### config.mk
export PLATFORM = sky130hd
export DESIGN_NAME = d_mem_lsu
export DESIGN_NICKNAME = d
export VERILOG_FILES = /design/src/rtl/d_mem_lsu.sv
export SDC_FILE = /design/constraint.sdc
export NUM_CORES = 1
export LEC_CHECK = 0
export CAP_MARGIN = 15
export CORE_MARGIN = 3
export CORE_UTILIZATION = 41
export DETAILED_ROUTE_END_ITERATION = 8
export GPL_TIMING_DRIVEN = 0
export HOLD_SLACK_MARGIN = 0.1
export PLACE_DENSITY = 0.78
export SYNTH_ARGS = -nofsm -noshare
export SYNTH_HDL_FRONTEND = slang
export SYNTH_SLANG_ARGS = --single-unit
export TNS_END_PERCENT = 100
### constraint.sdc
create_clock -name clk -period 1.7 [get_ports clk]
set_input_delay 0.34 -clock clk [delete_from_list [all_inputs] [get_ports clk]]
set_output_delay 0.34 -clock clk [all_outputs]
set_load 0.005 [all_outputs]
### src/rtl/d_mem_lsu.sv
// d_mem_lsu: core-side load/store initiator for the data-cache port.
// One request in flight; fault codes or extended load data returned as a pulse.
module d_mem_lsu (
    input  logic        clk,
    input  logic        rst,
    input  logic        req_valid,
    output logic        req_ready,
    input  logic        req_store,
    input  logic [2:0]  req_funct3,
    input  logic [31:0] req_addr,
    input  logic [31:0] req_wdata,
    output logic        resp_valid,
    output logic [31:0] resp_data,
    output logic [1:0]  resp_fault,
    output logic        data_enable,
    output logic        data_read,
    output logic [3:0]  mem_wstrb,
    output logic [31:0] ram_address,
    output logic [31:0] ram_store,
    input  logic [31:0] ram_fetch,
    input  logic        d_cache_miss
);

    typedef enum logic [1:0] {
        IDLE      = 2'd0,
        REQ       = 2'd1,
        LOAD_WAIT = 2'd2
    } state_t;

    state_t      state;
    state_t      state_next;

    logic        st_q;
    logic [2:0]  f3_q;
    logic [31:0] addr_q;
    logic [31:0] wdata_q;

    logic        accept;
    logic        illegal;
    logic        misaligned;
    logic [1:0]  chk_fault;
    logic [1:0]  off;
    logic [3:0]  strb;
    logic [7:0]  lane_byte;
    logic [15:0] lane_half;
    logic [31:0] load_data;

    assign req_ready = (state == IDLE);
    assign accept    = req_valid && req_ready;
    assign off       = addr_q[1:0];

    // Classify the incoming request; illegal funct3 outranks misalignment
    always_comb begin
        illegal    = 1'b0;
        misaligned = 1'b0;
        if (req_store) begin
            illegal = (req_funct3 > 3'd2);
        end else begin
            illegal = (req_funct3[1:0] == 2'b11) ||
                      (req_funct3[2] && req_funct3[1]);
        end
        case (req_funct3[1:0])
            2'b01:   misaligned = req_addr[0];
            2'b10:   misaligned = |req_addr[1:0];
            default: misaligned = 1'b0;
        endcase
        if (illegal) begin
            chk_fault = 2'b11;
        end else if (misaligned) begin
            chk_fault = 2'b01;
        end else begin
            chk_fault = 2'b00;
        end
    end

    // Byte-lane strobe for the captured store and lane pick for loads
    always_comb begin
        case (f3_q[1:0])
            2'b00:   strb = 4'b0001 << off;
            2'b01:   strb = off[1] ? 4'b1100 : 4'b0011;
            2'b10:   strb = 4'b1111;
            default: strb = 4'b0000;
        endcase
        lane_byte = ram_fetch[{off, 3'b000} +: 8];
        lane_half = off[1] ? ram_fetch[31:16] : ram_fetch[15:0];
        case (f3_q[1:0])
            2'b00:   load_data = {{24{~f3_q[2] & lane_byte[7]}}, lane_byte};
            2'b01:   load_data = {{16{~f3_q[2] & lane_half[15]}}, lane_half};
            default: load_data = ram_fetch;
        endcase
    end

    // Next state and cache-port drive; the port is quiet outside REQ
    always_comb begin
        state_next  = state;
        data_enable = 1'b0;
        data_read   = 1'b0;
        mem_wstrb   = 4'b0000;
        ram_address = 32'd0;
        ram_store   = 32'd0;
        unique case (state)
            IDLE: begin
                if (accept && (chk_fault == 2'b00)) begin
                    state_next = REQ;
                end
            end
            REQ: begin
                data_enable = 1'b1;
                data_read   = ~st_q;
                mem_wstrb   = st_q ? strb : 4'b0000;
                ram_address = addr_q;
                ram_store   = wdata_q;
                if (!st_q && !d_cache_miss) begin
                    state_next = LOAD_WAIT;
                end else begin
                    state_next = IDLE;
                end
            end
            LOAD_WAIT: state_next = IDLE;
            default:   state_next = IDLE;
        endcase
    end

    // State, request capture and the registered response pulse
    always_ff @(posedge clk) begin
        if (rst) begin
            state      <= IDLE;
            st_q       <= 1'b0;
            f3_q       <= 3'd0;
            addr_q     <= 32'd0;
            wdata_q    <= 32'd0;
            resp_valid <= 1'b0;
            resp_data  <= 32'd0;
            resp_fault <= 2'b00;
        end else begin
            state      <= state_next;
            resp_valid <= 1'b0;
            resp_data  <= 32'd0;
            resp_fault <= 2'b00;
            if (accept) begin
                st_q    <= req_store;
                f3_q    <= req_funct3;
                addr_q  <= req_addr;
                wdata_q <= req_wdata;
                if (chk_fault != 2'b00) begin
                    resp_valid <= 1'b1;
                    resp_fault <= chk_fault;
                end
            end
            if ((state == REQ) && (st_q || d_cache_miss)) begin
                resp_valid <= 1'b1;
                resp_fault <= d_cache_miss ? 2'b10 : 2'b00;
            end
            if (state == LOAD_WAIT) begin
                resp_valid <= 1'b1;
                resp_data  <= load_data;
            end
        end
    end

endmodule

==> impl_metrics.json <==
{
  "status": "finished, violations left",
  "violations": "negative setup slack",
  "grt_max_degree": 18,
  "ys_warn_count": 0,
  "floorplan.initialDensity_pct": 42.9,
  "gr-usage-all-layers_pct": 25.5,
  "finalCritPeriodShare_pct": 113,
  "h-tree-depth": 3,
  "setup.worst_path.end_class": "output port",
  "leakage_nw": 3.14,
  "relSlewSlack_pct": 64.3,
  "dp_cells": 914,
  "cp-start-kind": "flop",
  "clock_path_buffers": 2,
  "fin_area_mm2": 0.00768,
  "maxSlewViolCount": 0,
  "r2r_slack_ns": 0.11,
  "grt-ovfl-total": 0,
  "total_power_mw": 5.12,
  "clk_pin_slew_ns": 0.10,
  "wl_per_cell_um": 16.7,
  "netlist_area_mm2": 0.00453,
  "cts.sinks": 105,
  "port_buffers": 209,
  "dp_hpwl_um": 11400,
  "cp_data_required_time_ns": 1.36,
  "crit-reg2reg-launch": "f3_q[1]$_SDFFE_PP0N_",
  "power_density_mw_per_mm2": 667,
  "core.rowCount": 37,
  "post-place-ws_ns": -0.668,
  "layout_common_cells": "nand2_1, clkdlybuf4s50_1, dfxtp_1",
  "final_nets": 933,
  "worst_pin_slew_ns": 0.536,
  "skew_ns": 0.0143,
  "grt_pass1_wl_um": 25600,
  "setup_slack_ns": -0.227,
  "drt_pass1_iterations": 7,
  "synth_top_area_share_pct": 46.4,
  "via_per_inst": 5.20,
  "maxCapViolations": 0,
  "ios": 210,
  "grt_antenna_before_repair": 0,
  "die_w_um": 111,
  "yosysUniqueCellTypes": 38,
  "synthCells": 569,
  "placed_area_mm2": 0.00679,
  "ant_nets": 0,
  "num-fill-cells": 800,
  "max_freq_mhz": 519,
  "drt-initial-drc-count": 234,
  "path_class": "flop to output port",
  "hold_path.class": "flop to flop",
  "ys_seq_area_share_pct": 46.4,
  "clock_latency_ns": 0.36,
  "n_antenna_cell": 0,
  "cts_made_buffers": 9,
  "synth_top_cell_by_area": "dfxtp_1",
  "grt_pass1_vias": 5086,
  "tns_ns": -7.84,
  "dr_total_vias": 5026,
  "arrival_ns": 1.59,
  "die_h_um": 111,
  "route.detailed.drc": 0,
  "core_mm2": 0.0106,
  "finalNonFillerCells": 967,
  "synth-seq-cells": 105,
  "post-route-min-period_ns": 1.93,
  "synth.avg_cell_area_um2": 7.96,
  "peakVddDrop_mv": 0.546,
  "synthTopCellsByArea": "dfxtp_1, nand2_1, a21oi_1",
  "grt_setup_unrepaired": "yes",
  "drive_gt1_share_pct": 29.1,
  "gp_congestion": 0.850,
  "die-area_mm2": 0.0123,
  "final_common_cell": "nand2_1",
  "whs_ns": 0.457,
  "hold_buffers": 0,
  "wl_um": 16100,
  "cts_root_buffer": "clkbuf_8",
  "min_from": "addr_q[26]$_SDFFE_PP0N_",
  "finalSetupViolations": 65,
  "hold_violations": 0,
  "fin_util_pct": 72.8,
  "setup.worst_path.start": "state[1]$_SDFFE_PP0P_",
  "cts_tree": "yes",
  "syn_to_final_growth_pct": 69.6,
  "synth_nets": 676,
  "worstPathMaxFanout": 7
}
## metal layers
layer  vias to the layer above  routed length (µm)  part of all wire, %  track usage, %
met4                         0                 541                  3.4            10.5
li1                       2388                   -                    -               -
met1                      2338                6010                   37            29.2
met5                         -                   0                    0               0
met3                        43                1650                   10            8.35
met2                       257                7930                   49            43.9
## cells in the mapped netlist
master and count:
mux2_2 1, nor4_1 2, o31a_1 1, o221ai_1 1, a221oi_2 2, nor3_1 1, o21ai_4 1, and2_1 64
buf_2 11, a21o_1 6, nand3_1 1, mux2i_2 1, o211ai_1 5, buf_4 3, nor2b_4 1, ha_1 3
nor2b_1 1, nand2_1 163, buf_6 4, clkbuf_1 28, mux2i_1 1, nor2_1 12, a22o_1 8, inv_1 8
a221o_1 2, a31oi_1 1, or2_1 1, nor3_4 1, a21oi_1 94, nor2_2 2, a22oi_1 13, inv_2 1
dfxtp_1 105, o21ai_2 1, a21oi_2 10, nand2b_1 2, nand2b_2 1, o21ai_0 6
## registers in the layout, indices dropped and copies added, names as in the netlist
| signal | count |
|---|---|
| st_q | 1 |
| state | 2 |
| f3_q | 3 |
| resp_data | 32 |
| addr_q | 32 |
| wdata_q | 32 |
| resp_fault | 2 |
| resp_valid | 1 |
## worst paths after layout
check        depth (start not counted)                       end
max                                  7            ram_address[3]
min                                  2   addr_q[26]$_SDFFE_PP0N_
max reg2reg                          7  resp_data[19]$_SDFF_PP0_
min reg2reg                          2   addr_q[26]$_SDFFE_PP0N_
## critical path: stages, from the launching register on
cell and delay [ns]:
dfxtp_2 0.33, nand2b_4 0.16, inv_8 0.08, buf_8 0.13, clkbuf_8 0.16, buf_6 0.10
and2_1 0.13, buf_2 0.14
## cells by family (layout without fill, tap and decap cells)
family	count (synthesis)	in the layout	share of synthesized area, %
buffers and inverters	55	317	5.77
and+or+nand+nor	252	252	25.5
adders and majority gates	3	3	0.829
AOI/OAI and AO/OA	151	151	20.7
DFF	105	105	46.4
muxes	3	3	0.773
## final cells by class
type	count	area, µm²	area share (%)
buffer	45	349	4.54
clock buffer	11	131	1.71
clock inverter	5	37.5	0.489
inverter	9	43.8	0.570
multi-input combinational	409	2370	30.9
sequential	105	2110	27.5
tap	136	170	2.21
timing repair buffer	247	2460	32.1
## power breakdown
part	switching [mW]	total (mW)	internal (mW)	leakage (nW)
Sequential	0.0632	2.63	2.57	0.861
Combinational	0.503	1.07	0.571	2.20
Clock	0.876	1.42	0.544	0.0803
## timing repair
| item | CTS | global route |
|---|---|---|
| pin swaps | 50 | 5 |
| cloned | 4 | 0 |
| setup endpoints to repair | 71 | 68 |
| resized for setup | 447 | 37 |
| setup buffers | 29 | 8 |
No activity file was read; power rests on OpenSTA's default activity.
